$ cat config.mk
export PLATFORM = sky130hd
export DESIGN_NAME = seq_pattern_tx_flat
export DESIGN_NICKNAME = d
export VERILOG_FILES = /design/src/rtl/seq_pattern_tx_if.sv /design/src/rtl/seq_pattern_tx.sv /design/src/flat_wrapper.sv
export SDC_FILE = /design/constraint.sdc
export NUM_CORES = 1
export LEC_CHECK = 0
export BUFFER_PORTS_ARGS = -buffer_cell sky130_fd_sc_hd__buf_2
export CAP_MARGIN = 10
export CORE_UTILIZATION = 46
export DETAILED_ROUTE_END_ITERATION = 8
export GPL_TIMING_DRIVEN = 0
export PLACE_DENSITY_LB_ADDON = 0.12
export SYNTH_ARGS = -nofsm -noshare
export SYNTH_HDL_FRONTEND = slang
export SYNTH_SLANG_ARGS = --single-unit
$ cat constraint.sdc
create_clock -name clk -period 4.3 [get_ports clk]
set_input_delay 0.43 -clock clk [delete_from_list [all_inputs] [get_ports clk]]
set_output_delay 0.43 -clock clk [all_outputs]
set_load 0.02 [all_outputs]
$ cat src/rtl/seq_pattern_tx_if.sv
// Bit-entry bundle between a pattern transmitter and a sequence detector.
// The master drives the control inputs; the slave drives the strobe and status.
interface seq_pattern_tx_if #(
    parameter int LEN   = 16,
    parameter int CNT_W = $clog2(LEN + 1)
) ();
    logic             start;
    logic             abort;
    logic [LEN-1:0]   pattern;
    logic [CNT_W-1:0] num_bits;
    logic             next;
    logic             in;
    logic             busy;
    logic             done;
    logic [CNT_W-1:0] bit_idx;

    modport master (
        output start, abort, pattern, num_bits,
        input  next, in, busy, done, bit_idx
    );

    modport slave (
        input  start, abort, pattern, num_bits,
        output next, in, busy, done, bit_idx
    );
endinterface

$ cat src/rtl/seq_pattern_tx.sv
// Serialises a latched pattern LSB first onto a next/in strobe pair:
// per bit one setup cycle, PULSE_CYC strobe cycles, then GAP_CYC idle cycles.
module seq_pattern_tx #(
    parameter int LEN       = 16,
    parameter int PULSE_CYC = 2,
    parameter int GAP_CYC   = 25,
    localparam int CNT_W    = $clog2(LEN + 1)
) (
    input logic             clk,
    input logic             reset_n,
    seq_pattern_tx_if.slave bus
);

    localparam int MAXC = (PULSE_CYC > GAP_CYC) ? PULSE_CYC : GAP_CYC;
    localparam int CW   = (MAXC > 1) ? $clog2(MAXC) : 1;

    localparam logic [2:0] S_IDLE  = 3'd0;
    localparam logic [2:0] S_SETUP = 3'd1;
    localparam logic [2:0] S_PULSE = 3'd2;
    localparam logic [2:0] S_GAP   = 3'd3;
    localparam logic [2:0] S_DONE  = 3'd4;

    localparam logic [CNT_W-1:0] LEN_C   = CNT_W'(LEN);
    localparam logic [CW-1:0]    PULSE_R = CW'(PULSE_CYC - 1);
    localparam logic [CW-1:0]    GAP_R   = CW'(GAP_CYC - 1);

    logic [2:0]       state_q, state_d;
    logic [CW-1:0]    cnt_q, cnt_d;
    logic [CNT_W-1:0] idx_q, idx_d;
    logic [LEN-1:0]   pat_q, pat_d;
    logic [CNT_W-1:0] num_q, num_d;
    logic             next_q, next_d;
    logic             in_q, in_d;
    logic             busy_q, busy_d;
    logic             done_q, done_d;

    logic [CNT_W-1:0] clamp;
    logic [CNT_W-1:0] idx_inc;
    logic [LEN-1:0]   pat_sh;

    assign clamp   = (bus.num_bits > LEN_C) ? LEN_C : bus.num_bits;
    assign idx_inc = idx_q + CNT_W'(1);
    assign pat_sh  = pat_q >> idx_inc;

    always_comb begin
        state_d = state_q;
        cnt_d   = cnt_q;
        idx_d   = idx_q;
        pat_d   = pat_q;
        num_d   = num_q;
        next_d  = 1'b0;
        in_d    = 1'b0;
        busy_d  = 1'b0;
        done_d  = 1'b0;

        // Abort wins over every state transition; outputs fall to idle.
        if (state_q != S_IDLE && bus.abort) begin
            state_d = S_IDLE;
        end else begin
            unique case (state_q)
                S_IDLE: begin
                    if (bus.start && !bus.abort) begin
                        pat_d = bus.pattern;
                        num_d = clamp;
                        idx_d = '0;
                        if (clamp == '0) begin
                            state_d = S_DONE;
                            done_d  = 1'b1;
                        end else begin
                            state_d = S_SETUP;
                            busy_d  = 1'b1;
                            in_d    = bus.pattern[0];
                        end
                    end
                end
                S_SETUP: begin
                    state_d = S_PULSE;
                    cnt_d   = PULSE_R;
                    next_d  = 1'b1;
                    in_d    = in_q;
                    busy_d  = 1'b1;
                end
                S_PULSE: begin
                    busy_d = 1'b1;
                    if (cnt_q == '0) begin
                        state_d = S_GAP;
                        cnt_d   = GAP_R;
                    end else begin
                        cnt_d  = cnt_q - CW'(1);
                        next_d = 1'b1;
                        in_d   = in_q;
                    end
                end
                S_GAP: begin
                    busy_d = 1'b1;
                    if (cnt_q == '0) begin
                        idx_d = idx_inc;
                        if (idx_inc == num_q) begin
                            state_d = S_DONE;
                            busy_d  = 1'b0;
                            done_d  = 1'b1;
                        end else begin
                            state_d = S_SETUP;
                            in_d    = pat_sh[0];
                        end
                    end else begin
                        cnt_d = cnt_q - CW'(1);
                    end
                end
                S_DONE: begin
                    state_d = S_IDLE;
                end
                default: begin
                    state_d = S_IDLE;
                end
            endcase
        end
    end

    always_ff @(posedge clk or negedge reset_n) begin
        if (!reset_n) begin
            state_q <= S_IDLE;
            cnt_q   <= '0;
            idx_q   <= '0;
            pat_q   <= '0;
            num_q   <= '0;
            next_q  <= 1'b0;
            in_q    <= 1'b0;
            busy_q  <= 1'b0;
            done_q  <= 1'b0;
        end else begin
            state_q <= state_d;
            cnt_q   <= cnt_d;
            idx_q   <= idx_d;
            pat_q   <= pat_d;
            num_q   <= num_d;
            next_q  <= next_d;
            in_q    <= in_d;
            busy_q  <= busy_d;
            done_q  <= done_d;
        end
    end

    assign bus.next    = next_q;
    assign bus.in      = in_q;
    assign bus.busy    = busy_q;
    assign bus.done    = done_q;
    assign bus.bit_idx = idx_q;

endmodule

$ cat src/flat_wrapper.sv
// flat-port wrapper written by rule: the top's interface ports become plain ports
module seq_pattern_tx_flat 
#(
    parameter int LEN       = 16,
    parameter int PULSE_CYC = 2,
    parameter int GAP_CYC   = 25,
    localparam int CNT_W    = $clog2(LEN + 1)
)
  (clk, reset_n, bus_start, bus_abort, bus_pattern, bus_num_bits, bus_next, bus_in, bus_busy, bus_done, bus_bit_idx);
  seq_pattern_tx_if #(.LEN(LEN)) bus_i ();
  input logic clk;
  input logic reset_n;
  input wire logic [$bits(bus_i.start)-1:0] bus_start;
  input wire logic [$bits(bus_i.abort)-1:0] bus_abort;
  input wire logic [$bits(bus_i.pattern)-1:0] bus_pattern;
  input wire logic [$bits(bus_i.num_bits)-1:0] bus_num_bits;
  output wire logic [$bits(bus_i.next)-1:0] bus_next;
  output wire logic [$bits(bus_i.in)-1:0] bus_in;
  output wire logic [$bits(bus_i.busy)-1:0] bus_busy;
  output wire logic [$bits(bus_i.done)-1:0] bus_done;
  output wire logic [$bits(bus_i.bit_idx)-1:0] bus_bit_idx;
  assign bus_i.start = bus_start;
  assign bus_i.abort = bus_abort;
  assign bus_i.pattern = bus_pattern;
  assign bus_i.num_bits = bus_num_bits;
  assign bus_next = bus_i.next;
  assign bus_in = bus_i.in;
  assign bus_busy = bus_i.busy;
  assign bus_done = bus_i.done;
  assign bus_bit_idx = bus_i.bit_idx;
  seq_pattern_tx #(.LEN(LEN), .PULSE_CYC(PULSE_CYC), .GAP_CYC(GAP_CYC)) u_core (.clk(clk), .reset_n(reset_n), .bus(bus_i));
endmodule
==> metrics.md <==
| Metric | Value |
|---|---|
| Slew margin rel. | `about 45%` |
| TritonCTS Sinks | `38` |
| DR vias/cell | `around 5.5` |
| Die X | `approximately 68 um` |
| I/O pin cnt | `34` |
| Seq/Total Area, Yosys | `47.8%` |
| Worst-Skew Late Latency | `290 ps` |
| Count leader, synth | `dfrtp_1` |
| Full die area | `between 4000 and 5000 um^2` |
| Synth top area share | `47.8%` |
| Setup slack, reg-to-reg | `2260 ps` |
| # Post-CTS Setup Buffers | `0` |
| Largest family of logic cells by synthesized area | `multiplexers` |
| Via count of the first global-routing pass | `around 1500` |
| Hold Vio Cnt, Final | `0` |
| Post-DP HPWL | `3030 um` |
| Post-synthesis compound-gate area fraction | `11.8%` |
| Sw frac | `~32%` |
| Via count | `about 1500` |
| Min Tclk post-route | `between 2000 and 2500 ps` |
| Synth Area in XOR/XNOR | `roughly 4.7%` |
| Comb pwr share | `34.9%` |
| Psw | `roughly 0.00043 W` |
| Area grow syn2layout | `17.2%` |
| CTS tree | `built` |
| Multiplexer share of the synthesized area | `between 10% and 20%` |
| Post-layout util | `57.0%` |
| Clock Power Share | `23.1%` |
| Worst flop-to-flop path startpoint | `u_core.bus.bit_idx[1]` |
| Pint | `approximately 0.00090 W` |
| Routed Antenna Nets | `0` |
| Drt pass-1 iters | `5` |
| Type of origin of the critical path | `flip-flop` |
| Worst Path Arrival | `2230 ps` |
| Worst Setup End Kind | `flip-flop` |
| Run status | `finished clean` |
| Die Y | `between 60 and 70 um` |
| Core Region | `4090 um^2` |
| Reg2reg path depth | `4` |
| Sum Neg Setup Slack | `0 ps` |
| Num rows | `23` |
| Post_cts resized | `0` |
| Initial core utilization | `approximately half` |
| Synth cell count leaders | `38 x dfrtp_1, 17 x mux2_2, 17 x o21ai_0` |
| Initial antenna violation count | `0` |
| Ys async rst share | `100%` |
| Share of layout cells above drive strength 1 | `36.2%` |
| CTS Buffer Depth | `2` |
| Non-Filler Cell Area, Final | `between 2000 and 2500 um^2` |
| First-pass GRT wire length | `roughly 7000 um` |
| Port Buf Inserts | `33` |
| CTS Buf Count | `5` |
| Post-synthesis adder-cell area fraction | `1.89%` |
| Mapped Nets | `a little over 200` |
| Post-Synth Simple-Gate Area | `14.8%` |
| Filler Cell Count | `369` |
| Share of total power in sequential cells | `42.0%` |
| Setup Crit Path Kind | `reg -> reg` |
| Primary FF master, synth | `dfrtp_1` |
| Unrepaired setup endpoints after global routing | `false` |
| Worst ir drop on vdd | `around 0.28 mV` |
| Final Cycle Share | `between 40% and 50%` |
| Final count of negative-setup-slack endpoints | `0` |
| Leading area contributor after synthesis | `dfrtp_1` |
| Syn_area_per_cell | `11.2 um^2` |
| Synth top area cells | `dfrtp_1 48%, mux2_2 9.6%, mux4_2 5.7%` |
| GRT Util Overall | `21.0%` |
| CP Max Fanout | `6` |
| Number of flops mapped to enable cells by yosys | `0` |
| Fmax achieved | `490 MHz` |
| Flops & latches, synth | `38` |
| P per Cell Area | `571 nW/um^2` |
| Max-Cap Viols | `0` |
| Syn Std Cell Area | `1990 um^2` |
| GP Congestion | `0.923` |
| Worst Path Required | `4480 ps` |
| HP Class | `in -> async` |
| Post-cts hold buffer count | `0` |
| Critical path origin | `u_core.bus.bit_idx[1]` |
| # diodes | `0` |
| Final Max Slew Viols | `0` |
| Ys Warns | `0` |
| Wire per inst | `15.2 um` |
| Reg2reg end | `u_core.bus.in` |
| Iter 0 DRT Violations | `113` |
| Clk Tree Root Cell | `clkbuf_8` |
| Residual DRC | `0` |
| Slew @ Worst Pin | `roughly 830 ps` |
| Largest net degree at the start of global routing | `39` |
| GRT overflow | `0` |
| Final WL | `4080 um` |
| Clk_skew | `~6.1 ps` |
| Cell count after synthesis | `177` |
| H-tree depth | `2` |
| Clk slew on worst S/H paths | `80 ps` |
| Yosys cell types | `45` |
| Nets@finish | `about 250` |
| Cell area after placement | `2220 um^2` |
| Leak Pwr | `between 1 and 1.5 nW` |
[stage by stage]
| step | total power (W) | hold WS [ps] | cells | setup slack [ps] |
|---|---|---|---|---|
| after CTS | 0.00134 | 268 | 268 | 2220 |
| after floorplan | 0.000911 | 134 | 177 | 2320 |
| after global placement | 0.00100 | 441 | 260 | 2220 |
| final | 0.00133 | 231 | 268 | 2260 |
| after global routing | 0.00143 | 301 | 268 | 2100 |
| after detailed placement | 0.00103 | 438 | 260 | 2180 |
[cell families after synthesis]
logic type                 after synthesis
DFF                                     38
adders and majority gates                3
buffers and inverters                   13
AOI/OAI and AO/OA                       37
muxes                                   22
xor gates and xnor gates                 9
and+or+nand+nor                         55
[flip-flops by register name (all words and copies together), names as in the netlist]
name and flops:
u_core.bus.busy 1, u_core.state_q 3, u_core.bus.bit_idx 5, u_core.bus.done 1, u_core.bus.in 1, u_core.pat_q 16, u_core.cnt_q 5, u_core.bus.next 1
u_core.num_q 5
[power by group through the flow]
stage	registers (W)	clock network (W)	logic [W]
2_1_floorplan	0.000554	0	0.000357
3_3_place_gp	0.000555	0	0.000450
3_5_place_dp	0.000566	0	0.000468
4_1_cts	0.000560	0.000312	0.000469
5_1_grt	0.000574	0.000333	0.000520
6_report	0.000559	0.000308	0.000465
[cells in the final DEF, fill, tap and decap left out, drive strengths merged, types with 2 or more instances in the layout]
cell / instances
dfrtp: 38
buf: 38
o21ai: 18
mux2: 17
nand2: 16
nor2: 15
inv: 7
xnor2: 6
clkbuf: 6
a21oi: 5
mux4: 5
nand2b: 5
nand3: 4
o31ai: 3
ha: 3
or4: 2
xor2: 2
or2: 2
a22o: 2
clkinvlp: 2
or3: 2
and3: 2
o211ai: 2
[worst max-delay path by stage]
stage | end | slack [ps] | depth (start not counted)
floorplan | u_core.bus.in | 2320 | 4
global placement | u_core.pat_q[0] | 2220 | 5
detailed placement | u_core.pat_q[1] | 2180 | 5
CTS | u_core.bus.in | 2220 | 4
global route | u_core.cnt_q[2] | 2100 | 8
finish | u_core.bus.in | 2260 | 4
[worst max-delay path: stages (launching register included)]
cell     delay (ps)
dfrtp_1         410
ha_1            470
mux4_2          360
mux4_2          470
a31o_1          210
[final cells by class]
type / instances / area [um^2] / share of cell area (%)
inverters: 7 / 26.3 / 1.13
flip-flops and latches: 38 / 951 / 40.8
multi-input cells: 126 / 966 / 41.4
clock buffers: 5 / 68.8 / 2.95
plain buffers: 6 / 46.3 / 1.99
repair buffers: 33 / 165 / 7.09
well taps: 50 / 62.6 / 2.68
clock inverters: 3 / 45.0 / 1.93
[layer usage]
| layer | share of wire (%) | GRT usage (%) |
|---|---|---|
| met5 | 0 | 0 |
| met4 | 1.3 | 7.71 |
| met3 | 5.1 | 4.56 |
| met2 | 48 | 33.2 |
| met1 | 45 | 27.9 |
Note: power is estimated with default switching activity, not from simulation.
